<file path="src/rtl/elevator_pkg.sv">
// Shared types and codes for the elevator request scheduler.
// Holds the default floor count, state encodings and direction codes.
package elevator_pkg;

  localparam int NUM_FLOORS_DEF = 10;
  localparam int FLOOR_W        = 4;

  typedef enum logic [1:0] {
    ST_IDLE       = 2'd0,
    ST_SERVE_UP   = 2'd1,
    ST_SERVE_DOWN = 2'd2,
    ST_DOOR       = 2'd3
  } state_e;

  localparam logic [1:0] DIR_NONE = 2'b00;
  localparam logic [1:0] DIR_UP   = 2'b10;
  localparam logic [1:0] DIR_DOWN = 2'b11;

endpackage

</file>
<file path="src/rtl/floor_search.sv">
// Combinational finder over the pending bitmap: nearest pending floor at or
// above / at or below the car, plus strict above/below presence flags.
module floor_search
  import elevator_pkg::*;
#(
  parameter int NUM_FLOORS = NUM_FLOORS_DEF
) (
  input  logic [NUM_FLOORS-1:0] pending,
  input  logic [FLOOR_W-1:0]    current_floor,
  output logic                  up_found,
  output logic [FLOOR_W-1:0]    up_floor,
  output logic                  dn_found,
  output logic [FLOOR_W-1:0]    dn_floor,
  output logic                  any_above,
  output logic                  any_below
);

  always_comb begin
    up_found  = 1'b0;
    up_floor  = '0;
    dn_found  = 1'b0;
    dn_floor  = '0;
    any_above = 1'b0;
    any_below = 1'b0;
    // Descending scan so the last hit is the lowest floor at or above the car.
    for (int i = NUM_FLOORS - 1; i >= 0; i--) begin
      if (pending[i] && (i >= int'(current_floor))) begin
        up_found = 1'b1;
        up_floor = FLOOR_W'(i);
      end
    end
    for (int i = 0; i < NUM_FLOORS; i++) begin
      if (pending[i]) begin
        if (i <= int'(current_floor)) begin
          dn_found = 1'b1;
          dn_floor = FLOOR_W'(i);
        end
        if (i > int'(current_floor)) any_above = 1'b1;
        if (i < int'(current_floor)) any_below = 1'b1;
      end
    end
  end

endmodule

</file>
<file path="src/rtl/elevator_request_scheduler.sv">
// LOOK-policy request scheduler: latches floor requests, picks the next target
// for the elevator FSM and times the door dwell.
//
// state         | meaning
// ST_IDLE       | no travel; target follows the car, direction none
// ST_SERVE_UP   | heading to the lowest pending floor at or above the car
// ST_SERVE_DOWN | heading to the highest pending floor at or below the car
// ST_DOOR       | door open, dwell down-counter running
module elevator_request_scheduler
  import elevator_pkg::*;
#(
  parameter int NUM_FLOORS  = NUM_FLOORS_DEF,
  parameter int DOOR_CYCLES = 10000000
) (
  input  logic                  clk,
  input  logic                  rst,
  input  logic                  req_valid,
  input  logic [3:0]            req_floor,
  input  logic [3:0]            current_floor,
  input  logic                  car_idle,
  output logic [3:0]            target_floor,
  output logic [1:0]            direction,
  output logic                  door_open,
  output logic [NUM_FLOORS-1:0] pending,
  output logic                  req_drop
);

  localparam int                 DWELL_W    = $clog2(DOOR_CYCLES + 1);
  localparam logic [DWELL_W-1:0] DWELL_LOAD = DWELL_W'(DOOR_CYCLES);

  state_e                  state_q, state_d;
  logic [NUM_FLOORS-1:0]   pending_q, pending_d;
  logic [FLOOR_W-1:0]      target_q, target_d;
  logic [1:0]              dir_q, dir_d;
  logic [DWELL_W-1:0]      dwell_q, dwell_d;
  logic                    drop_q, drop_d;

  logic                    up_found, dn_found, any_above, any_below;
  logic [FLOOR_W-1:0]      up_floor, dn_floor;
  logic [NUM_FLOORS-1:0]   cur_mask, req_mask, set_mask, clr_mask;
  logic                    req_ok, restart, pend_here;

  floor_search #(.NUM_FLOORS(NUM_FLOORS)) u_search (
    .pending       (pending_q),
    .current_floor (current_floor),
    .up_found      (up_found),
    .up_floor      (up_floor),
    .dn_found      (dn_found),
    .dn_floor      (dn_floor),
    .any_above     (any_above),
    .any_below     (any_below)
  );

  // Out-of-range floors shift the one-hot mask off the end and become zero.
  assign cur_mask  = NUM_FLOORS'(1) << current_floor;
  assign req_mask  = NUM_FLOORS'(1) << req_floor;
  assign pend_here = |(pending_q & cur_mask);
  assign req_ok    = req_valid && (int'(req_floor) < NUM_FLOORS);
  assign restart   = (state_q == ST_DOOR) && req_ok && (req_floor == current_floor);

  always_comb begin
    state_d  = state_q;
    dwell_d  = dwell_q;
    clr_mask = '0;
    drop_d   = req_valid && !req_ok;
    case (state_q)
      ST_IDLE: begin
        if (pend_here) begin
          state_d  = ST_DOOR;
          clr_mask = cur_mask;
          dwell_d  = DWELL_LOAD;
        end else if (any_above) begin
          state_d = ST_SERVE_UP;
        end else if (any_below) begin
          state_d = ST_SERVE_DOWN;
        end
      end
      ST_SERVE_UP, ST_SERVE_DOWN: begin
        if (car_idle && (current_floor == target_q) && pend_here) begin
          state_d  = ST_DOOR;
          clr_mask = cur_mask;
          dwell_d  = DWELL_LOAD;
        end
      end
      ST_DOOR: begin
        if (restart) begin
          dwell_d = DWELL_LOAD;
        end else if (dwell_q <= DWELL_W'(1)) begin
          dwell_d = '0;
          // LOOK: keep going the way we came; an undirected stop prefers up.
          if (dir_q == DIR_DOWN) begin
            state_d = any_below ? ST_SERVE_DOWN : (any_above ? ST_SERVE_UP : ST_IDLE);
          end else begin
            state_d = any_above ? ST_SERVE_UP : (any_below ? ST_SERVE_DOWN : ST_IDLE);
          end
        end else begin
          dwell_d = dwell_q - DWELL_W'(1);
        end
      end
      default: state_d = ST_IDLE;
    endcase

    set_mask  = (req_ok && !restart) ? req_mask : '0;
    pending_d = (pending_q | set_mask) & ~clr_mask;
  end

  always_comb begin
    target_d = current_floor;
    dir_d    = DIR_NONE;
    case (state_q)
      ST_SERVE_UP: begin
        target_d = up_found ? up_floor : current_floor;
        dir_d    = DIR_UP;
      end
      ST_SERVE_DOWN: begin
        target_d = dn_found ? dn_floor : current_floor;
        dir_d    = DIR_DOWN;
      end
      ST_DOOR: dir_d = dir_q;
      default: ;
    endcase
  end

  always_ff @(posedge clk or posedge rst) begin
    if (rst) begin
      state_q   <= ST_IDLE;
      pending_q <= '0;
      target_q  <= '0;
      dir_q     <= DIR_NONE;
      dwell_q   <= '0;
      drop_q    <= 1'b0;
    end else begin
      state_q   <= state_d;
      pending_q <= pending_d;
      target_q  <= target_d;
      dir_q     <= dir_d;
      dwell_q   <= dwell_d;
      drop_q    <= drop_d;
    end
  end

  assign target_floor = target_q;
  assign direction    = dir_q;
  assign door_open    = (state_q == ST_DOOR);
  assign pending      = pending_q;
  assign req_drop     = drop_q;

endmodule

</file>
<file path="config.mk">
export PLATFORM = sky130hd
export DESIGN_NAME = elevator_request_scheduler
export DESIGN_NICKNAME = d
export VERILOG_FILES = /design/src/rtl/elevator_pkg.sv /design/src/rtl/floor_search.sv /design/src/rtl/elevator_request_scheduler.sv
export SDC_FILE = /design/constraint.sdc
export NUM_CORES = 1
export LEC_CHECK = 0
export ABC_AREA = 1
export BUFFER_PORTS_ARGS = -buffer_cell sky130_fd_sc_hd__clkbuf_2
export CAP_MARGIN = 0
export CORE_MARGIN = 2
export CORE_UTILIZATION = 48
export DETAILED_ROUTE_END_ITERATION = 12
export PLACE_DENSITY = 0.81
export RECOVER_POWER = 25
export SYNTH_ARGS = -nofsm -noshare
export SYNTH_HDL_FRONTEND = slang
export SYNTH_SLANG_ARGS = --single-unit
</file>
<file path="constraint.sdc">
create_clock -name clk -period 1.6 [get_ports clk]
set_input_delay 0.16 -clock clk [delete_from_list [all_inputs] [get_ports clk]]
set_output_delay 0.16 -clock clk [all_outputs]
set_load 0.03 [all_outputs]
</file>
==> results_dict.tcl, run 1 <==
set metrics [dict create \
    grt_pass1_vias 4283 \
    antenna_found_initial 0 \
    dr_total_vias 5050 \
    wirelength_um 16600 \
    root_buffer "clkbuf_8" \
    use_met3 0.0676 \
    die_h_um 89.7 \
    cts_buffer_depth 2 \
    fin_ws_ns -0.370 \
    async_flop_share 1.00 \
    yosysTopAreaCell "dfrtp_1" \
    grt_util_all_layers 0.326 \
    arrival_ns 2.19 \
    maxCapViolCount 0 \
    worst_ir_drop_vdd_mv 1.53 \
    place_area_um2 4800 \
    r2r_end "dwell_q[4]" \
    min-delay-start "req_valid" \
    grt_most_used_layer "met2" \
    r2r_cells 11 \
    die_x_um 89.7 \
    whs_path_depth 2 \
    remaining_drc_errors 0 \
    ios 30 \
    fill_cells 402 \
    min_period_ns 1.97 \
    hold_class "input port to flip-flop" \
    ys_seq_area_frac 0.306 \
    fin_skew_ns 0.0127 \
    grt_use_met2 0.521 \
    fmax_mhz 508 \
    p_leak_nw 2.74 \
    violations "negative setup slack" \
    hold_viol_final 0 \
    final_max_slew_viol_count 0 \
    clk_latency_ns 0.32 \
    syn_to_final_growth_pct 60.6 \
    synth_edf_count 0 \
    initial_utilization 0.491 \
    drive_gt1_frac 0.489 \
    synth_cells 532 \
    wl_per_cell_um 20.7 \
    finalPower_mw 10.7 \
    ys_top_cells_by_area "dfrtp_1 (31%), nand2_1 (14%), inv_1 (7.6%)" \
    placed_cells 781 \
    drtIter0Drc 778 \
    globalplace.congestion 0.950 \
    start_kind "flip-flop" \
    reg2reg_slack_ns -0.37 \
    via_per_inst 6.27 \
    rsz0062_at_grt "true" \
    rr_startpoint "target_floor[2]" \
    syn_nets 551 \
    grt_use_met1 0.421 \
    cp_data_required_time_ns 1.82 \
    ys_ff_latch 43 \
    worstPathMaxFanout 8 \
    yosysWarnings 0 \
    grt_max_degree 32 \
    hold-path-endpoint "req_drop" \
    grt_pass1_wl_um 20100 \
    status "finished with violations" \
    stdcell_count 805 \
    clock_sinks 43 \
    insertedDiodeCount 0 \
    path_class "flip-flop to flip-flop" \
    dieArea_um2 8040 \
    htree_levels 2 \
    yosysTopAreaCellShare 0.306 \
    cts_tree "built" \
    clkTransAtPathRegs_ns 0.10 \
    rows 31 \
    synthFlopType "dfrtp_1" \
    crit_path_end_kind "flip-flop" \
    tightest_slew_ns 0.831 \
    postLayoutCoreUtil 0.788 \
    slew_headroom 0.446 \
    dpl_worst_slack_ns -0.312 \
    setup_tns_ns -10.16 \
    dpl.hpwl_um 8940 \
    mappedNetlistArea_um2 3520 \
    finalSetupViolCount 38 \
    whs_ns 0.0970 \
    port_buffers 29 \
    p_per_area_nw_per_um2 1890 \
    num-nets-final 724 \
    ys_types 44 \
    numCtsBuffers 5 \
    grt_overflow 0 \
    fin_area_um2 5660 \
    min_period_over_period 1.23 \
    drtPass1Iterations 6 \
    core_um2 7180 \
    avgSynthCellArea_um2 6.62 \
    postRouteAntennaNets 0 \
]
how the worst max path moves through the flow:
| stage | startpoint | end | slack [ns] | depth (start not counted) |
|---|---|---|---|---|
| 2_1_floorplan | target_floor[2] | dwell_q[4] | -0.01 | 10 |
| 3_3_place_gp | current_floor[3] | dwell_q[3] | -0.24 | 16 |
| 3_5_place_dp | current_floor[2] | state_q[0] | -0.31 | 12 |
| 4_1_cts | target_floor[0] | dwell_q[8] | -0.26 | 11 |
| 5_1_grt | target_floor[1] | dwell_q[4] | -0.43 | 12 |
| 6_report | target_floor[2] | dwell_q[4] | -0.37 | 11 |
cell families after synthesis:
kind of cell / Yosys count / share of synthesized area
and+or+nand+nor: 294 / 0.386
xor gates and xnor gates: 13 / 0.0323
AOI/OAI and AO/OA: 86 / 0.142
buffers and inverters: 89 / 0.109
adders and majority gates: 7 / 0.0249
DFF: 43 / 0.306
synthesized netlist by cell type (2+ instances only):
cell type	instances
a21boi_0	2
a21oi_1	13
a22oi_1	7
a31oi_1	3
buf_2	2
buf_4	4
buf_6	4
clkbuf_1	2
dfrtp_1	43
ha_1	7
inv_1	71
inv_2	5
nand2_1	134
nand2_2	4
nand2_4	2
nand3_1	38
nand3_2	4
nand3b_1	3
nand4_1	8
nor2_1	69
nor2_2	5
nor2_4	3
nor2_8	2
nor3_1	14
o211ai_1	4
o21ai_0	36
o21ai_1	9
o21ai_2	2
o22ai_1	5
xor2_1	13
state kept, by name, indices dropped and copies added, names as in the netlist:
register	flops
req_drop	1
direction	2
pending	10
target_floor	4
dwell_q	24
state_q	2
metal layers:
metal	share of wire	wire length (um)	vias up
li1	-	-	2075
met1	0.35	5860	2327
met2	0.43	7240	481
met3	0.13	2160	167
met4	0.083	1380	0
met5	0	0	-
layout make-up:
| cell class | instances | area (um^2) | share of cell area |
|---|---|---|---|
| multi-input cells | 400 | 2610 | 0.461 |
| flip-flops and latches | 43 | 1090 | 0.193 |
| inverters | 77 | 303 | 0.0535 |
| well taps | 99 | 124 | 0.0219 |
| repair buffers | 178 | 1410 | 0.250 |
| clock inverters | 2 | 38.8 | 0.00686 |
| clock buffers | 6 | 82.6 | 0.0146 |
layout by cell type (no fill, tap or decap), types with 14 or more instances in the layout:
cell type / instances
o21ai_0: 14
nand3_1: 27
clkbuf_2: 26
buf_4: 127
o21ai_2: 16
nand2_2: 26
inv_1: 59
inv_2: 14
dfrtp_1: 30
nand2_1: 106
nor2_2: 20
nor2_1: 45
o21ai_1: 17
critical path, cell delays in order, from the launching register on:
cell and delay [ns]:
dfrtp_2 0.42, xor2_1 0.15, nor4_2 0.32, buf_4 0.21
nand2_4 0.06, nand2_4 0.09, nand2_8 0.12, inv_8 0.10
buf_12 0.14, nand3_4 0.12, nand2_2 0.10, nor2_2 0.04
repair_timing:
item,CTS,global route
hold endpoints to repair,30,0
gates resized for setup,56,127
pin swaps,12,33
hold buffers,1,0
gates cloned,3,1
setup buffers,6,7
endpoints found under the setup margin,37,40
power by group:
group,internal (mW),switching (mW),total [mW],leakage (nW)
logic,3.42,4.48,7.90,2.18
registers,1.44,0.402,1.84,0.498
clock network,0.515,0.458,0.972,0.0618
(Power assumes the default switching activity.)
==> run 2: changes to the inputs <==
--- a/config.mk
+++ b/config.mk
@@ -11,8 +11,9 @@
 export CORE_MARGIN = 2
 export CORE_UTILIZATION = 48
 export DETAILED_ROUTE_END_ITERATION = 12
-export PLACE_DENSITY = 0.81
+export PLACE_DENSITY = 0.78
 export RECOVER_POWER = 25
+export REMOVE_ABC_BUFFERS = 1
 export SYNTH_ARGS = -nofsm -noshare
 export SYNTH_HDL_FRONTEND = slang
 export SYNTH_SLANG_ARGS = --single-unit
==> constraint.sdc (replaced) <==
create_clock -name clk -period 2.37 [get_ports clk]
set_input_delay 0.237 -clock clk [delete_from_list [all_inputs] [get_ports clk]]
set_output_delay 0.237 -clock clk [all_outputs]
set_load 0.03 [all_outputs]
==> run 2 against run 1 <==
First-iteration DRC count shrank 67%. Cell area shrank 32%. The flow now finishes without violations. Non-clock buffer count shrank 142. Largest cell class unchanged. Fmax decreased by 6.2%. Final cell count is 18% lower. Combinational power fell by 69%. Largest power group unchanged. Flip-flop and latch count is the same. Critical endpoint is now state_q[1]. Clock power is 38% lower. Utilization decreased by 25 points. Via count decreased by 27%.
==> results_dict.tcl, run 2 (synthesis gave the netlist of run 1 again) <==
set metrics [dict create \
    via_per_inst 5.54 \
    cp_data_required_time_ns 2.57 \
    postRouteAntennaNets 0 \
    remaining_drc_errors 0 \
    path_cells "nor2_1, nand2_1, nor2_1, nand3_1, nand2_1, o21ai_0, inv_1, nand2_1, o21ai_0, nand2_1" \
    path_class "flip-flop to flip-flop" \
    dpl_worst_slack_ns 0.147 \
    root_buffer "clkbuf_8" \
    initial_utilization 0.491 \
    rows 31 \
    crit_path_end_kind "flip-flop" \
    core_um2 7180 \
    hold_class "input port to flip-flop" \
    cts_buffer_depth 2 \
    grt_util_all_layers 0.247 \
    grt_pass1_vias 3264 \
    critPathSlowestCell "dfrtp_1" \
    ios 30 \
    grt_overflow 0 \
    clk_latency_ns 0.31 \
    worstPathMaxFanout 8 \
    multi_input_area_um2 2060 \
    status "complete, no violations" \
    largest-register "dwell_q" \
    fmax_mhz 476 \
    port_buffers 29 \
    fin_skew_ns 0.0119 \
    fin_ws_ns 0.269 \
    hold_viol_final 0 \
    drive_gt1_frac 0.119 \
    final_cell_mix "nand2_1 (134), inv_1 (71), nor2_1 (69)" \
    finalSetupViolCount 0 \
    finalPower_mw 4.29 \
    dieArea_um2 8040 \
    crit_buf_inv 1 \
    p_leak_nw 1.90 \
    slew_headroom 0.473 \
    numCtsBuffers 5 \
    grt_pass1_wl_um 15400 \
    insertedDiodeCount 0 \
    fill_cells 718 \
    dpl.hpwl_um 7130 \
    htree_levels 2 \
    maxCapViolCount 0 \
    critPathMaxStageDelay_ns 0.42 \
    layout_commonest_cell "nand2_1" \
    cts_tree "built" \
    min_period_over_period 0.887 \
    fin_area_um2 3850 \
    antenna_found_initial 0 \
    globalplace.congestion 0.947 \
    largest_register_ffs 24 \
    path_common_cell "nand2_1" \
    die_x_um 89.7 \
    p_per_area_nw_per_um2 1110 \
    place_area_um2 3740 \
    final_max_slew_viol_count 0 \
    start_kind "flip-flop" \
    clkTransAtPathRegs_ns 0.09 \
    drtIter0Drc 255 \
    worst_ir_drop_vdd_mv 0.442 \
    register_area_um2 1080 \
    drtPass1Iterations 4 \
    crit_family "simple AND/OR/NAND/NOR gates" \
    min_period_ns 2.10 \
    dr_total_vias 3671 \
    die_h_um 89.7 \
    tightest_slew_ns 0.790 \
    wirelength_um 9450 \
    clock_sinks 43 \
    arrival_ns 2.30 \
    rsz0062_at_grt "false" \
    wl_per_cell_um 14.2 \
    post-cts-setup-buffers 0 \
    grt_max_degree 32 \
    syn_to_final_growth_pct 9.38 \
    setup_tns_ns 0 \
    num-nets-final 582 \
]
## run 2: cell types whose count changed in the layout (fill, tap and decap cells not counted), moves of 13 or more
cell	change
buf_4	-122
buf_6	-13
dfrtp_1	+13
dfrtp_2	-13
nand2_1	+28
nand2_2	-22
nor2_1	+24
nor2_2	-15
o21ai_0	+22
o21ai_2	-14
## run 2: path summary, 6_finish.rpt
| check | startpoint | to | slack (ns) | cells after the start |
|---|---|---|---|---|
| worst max register to register | dwell_q[9] | state_q[1] | 0.27 | 10 |
| worst max-delay path | dwell_q[9] | state_q[1] | 0.27 | 10 |
| worst min register to register | dwell_q[9] | dwell_q[9] | 0.56 | 2 |
| min in group asynchronous | rst | pending[5] | 0.50 | 3 |
| max in group asynchronous | rst | dwell_q[7] | 0.68 | 4 |
| worst min-delay path | req_valid | req_drop | 0.20 | 2 |
## run 2: metrics by stage
step / hold slack, ns / cells / utilization
after floorplan: 0.354 / 520 / -
after global placement: 0.201 / 654 / 0.522
after detailed placement: 0.202 / 654 / 0.522
after CTS: 0.186 / 663 / 0.539
after global routing: 0.197 / 663 / 0.537
final: 0.195 / 663 / 0.537
## run 2: per-layer routing
metal	vias up	GRT usage	share of wire
met4	0	0.0936	0.028
met3	26	0.0430	0.077
met1	1707	0.359	0.46
met5	-	0	0
li1	1784	-	-
met2	154	0.366	0.44
## run 2: final cells by class
class / instances / area share
multi-input cells: 400 / 0.535
repair buffers: 36 / 0.0484
inverters: 77 / 0.0757
well taps: 99 / 0.0322
clock inverters: 3 / 0.0114
flip-flops and latches: 43 / 0.279
clock buffers: 5 / 0.0179
## run 2: timing repair
action / in CTS / in global routing
endpoints found under the hold margin: 12 / 0
gates resized for setup: 0 / 0
hold buffers: 1 / 0
## run 2: worst reg2reg max path, stage by stage (launching register included)
cell and delay (ns):
dfrtp_1 0.42, nor2_1 0.26, nand2_1 0.16, nor2_1 0.28, nand3_1 0.12, nand2_1 0.26, o21ai_0 0.12, inv_1 0.06
nand2_1 0.08, o21ai_0 0.17, nand2_1 0.07
## run 2: power breakdown
part           internal, mW  switching (mW)
Combinational         0.756            1.71
Clock                 0.314           0.287
Sequential            0.957           0.263
Total                  2.03            2.26
==> run 3: changes to the inputs <==
--- a/config.mk
+++ b/config.mk
@@ -13,7 +13,6 @@
 export DETAILED_ROUTE_END_ITERATION = 12
 export PLACE_DENSITY = 0.78
 export RECOVER_POWER = 25
-export REMOVE_ABC_BUFFERS = 1
 export SYNTH_ARGS = -nofsm -noshare
 export SYNTH_HDL_FRONTEND = slang
 export SYNTH_SLANG_ARGS = --single-unit
==> run 3 against run 2 <==
Utilization increased by 0.47 points. Worst setup slack improved by 0.095 ns. Flip-flop and latch count unchanged. Register-to-register slack improved by 0.09 ns. Wire length increased by 1.3%. Hold slack got worse by 0.033 ns. Combinational power about the same. First-iteration DRC count increased by 18%. Die area unchanged. Fmax increased by 4.7%.
==> results_dict.tcl, run 3 (synthesis gave the netlist of run 1 again) <==
set metrics [dict create \
    via_per_inst 5.46 \
    insertedDiodeCount 0 \
    cts_buffer_depth 2 \
    fin_skew_ns 0.0222 \
    whs_path_depth 2 \
    grt_pass1_vias 3274 \
    status "complete, no violations" \
    seqPwrFrac 0.282 \
    p_sw_frac 0.524 \
    clk_latency_ns 0.32 \
    globalplace.congestion 0.988 \
    remaining_drc_errors 0 \
    p_per_area_nw_per_um2 1110 \
    ctsResizeCount 0 \
    drtIter0Drc 300 \
    final_cell_mix "nand2_1 (134), inv_1 (71), nor2_1 (69)" \
    fin_area_um2 3890 \
    drtPass1Iterations 4 \
    hold_buffers 1 \
    dieArea_um2 8040 \
    wirelength_um 9570 \
    clkTransAtPathRegs_ns 0.10 \
    numCtsBuffers 5 \
    power_frac_comb 0.577 \
    crit_path_end_kind "flip-flop" \
    drive_gt1_frac 0.136 \
    p_leak_nw 1.94 \
    post-cts-setup-buffers 0 \
    slew_headroom 0.303 \
    stdcell_count 666 \
    register_area_um2 1080 \
    start_kind "flip-flop" \
    grt_pass1_wl_um 15600 \
    grt_util_all_layers 0.249 \
    root_buffer "clkbuf_8" \
    worstPathMaxFanout 20 \
    min_period_ns 2.01 \
    grt_overflow 0 \
    placed_cells 657 \
    finalPower_mw 4.31 \
    largest-register "dwell_q" \
    multi_input_area_um2 2060 \
    layout_commonest_cell "nand2_1" \
    hold_class "input port to flip-flop" \
    worst_ir_drop_vdd_mv 0.540 \
    hold_viol_final 0 \
    die_h_um 89.7 \
    htree_levels 2 \
    cp_data_required_time_ns 2.61 \
    pwr-share-clk 0.141 \
    rsz0062_at_grt "false" \
    core_um2 7180 \
    whs_ns 0.163 \
    antenna_found_initial 0 \
    largest_register_ffs 24 \
    die_x_um 89.7 \
    grt_max_degree 27 \
    finalSetupViolCount 0 \
    power_switching_mw 2.26 \
    fill_cells 712 \
    port_buffers 29 \
    final_max_slew_viol_count 0 \
    wl_per_cell_um 14.4 \
    dpl.hpwl_um 7260 \
    maxCapViolCount 0 \
    dr_total_vias 3638 \
    num-nets-final 585 \
    cts_tree "built" \
    internal-power_mw 2.05 \
    clock_sinks 43 \
    postRouteAntennaNets 0 \
    syn_to_final_growth_pct 10.3 \
    path_class "flip-flop to flip-flop" \
    place_area_um2 3770 \
    fmax_mhz 498 \
    setup_tns_ns 0 \
    initial_utilization 0.491 \
    arrival_ns 2.24 \
    r2r_cells 9 \
    min_period_over_period 0.847 \
    tightest_slew_ns 1.04 \
    rows 31 \
    ios 30 \
]
-- run 3: stage by stage --
stage	util	setup WS, ns
3_3_place_gp	0.525	0.176
2_1_floorplan	-	0.507
6_report	0.542	0.363
3_5_place_dp	0.525	0.106
4_1_cts	0.542	0.365
5_1_grt	0.542	0.144
-- run 3: area by class of cell --
class / instances / share of cell area
clock inverters: 3 / 0.0113
clock buffers: 5 / 0.0177
multi-input cells: 400 / 0.531
repair buffers: 39 / 0.0567
inverters: 77 / 0.0750
well taps: 99 / 0.0319
flip-flops and latches: 43 / 0.277
-- run 3: power by group through the flow --
stage / logic, mW / registers (mW) / clock network (mW)
2_1_floorplan: 1.73 / 1.38 / 0
3_3_place_gp: 2.41 / 1.22 / 0
3_5_place_dp: 2.46 / 1.23 / 0
4_1_cts: 2.47 / 1.21 / 0.610
5_1_grt: 2.80 / 1.25 / 0.636
6_report: 2.49 / 1.22 / 0.605
-- run 3: per-layer routing --
layer	vias up	wire length (um)	global-route usage
li1	1791	-	-
met4	0	183	0.0733
met3	21	559	0.0402
met2	129	4350	0.377
met5	-	0	0
met1	1697	4480	0.366
-- run 3: worst paths after layout --
kind / from / to / slack, ns
setup / recovery: target_floor[3] / dwell_q[16] / 0.36
hold / removal: req_valid / req_drop / 0.16
setup reg to reg: target_floor[3] / dwell_q[16] / 0.36
hold reg to reg: direction[0] / direction[0] / 0.56
max in group asynchronous: rst / dwell_q[5] / 0.91
min in group asynchronous: rst / pending[0] / 0.70
-- run 3: critical path: stages (launching register included) --
cell     delay [ns]
dfrtp_1        0.40
inv_1          0.05
o21ai_0        0.08
nor4_2         0.45
nand2_2        0.10
nand2_2        0.10
nand2_4        0.15
inv_2          0.31
nand3_1        0.12
a21oi_1        0.16
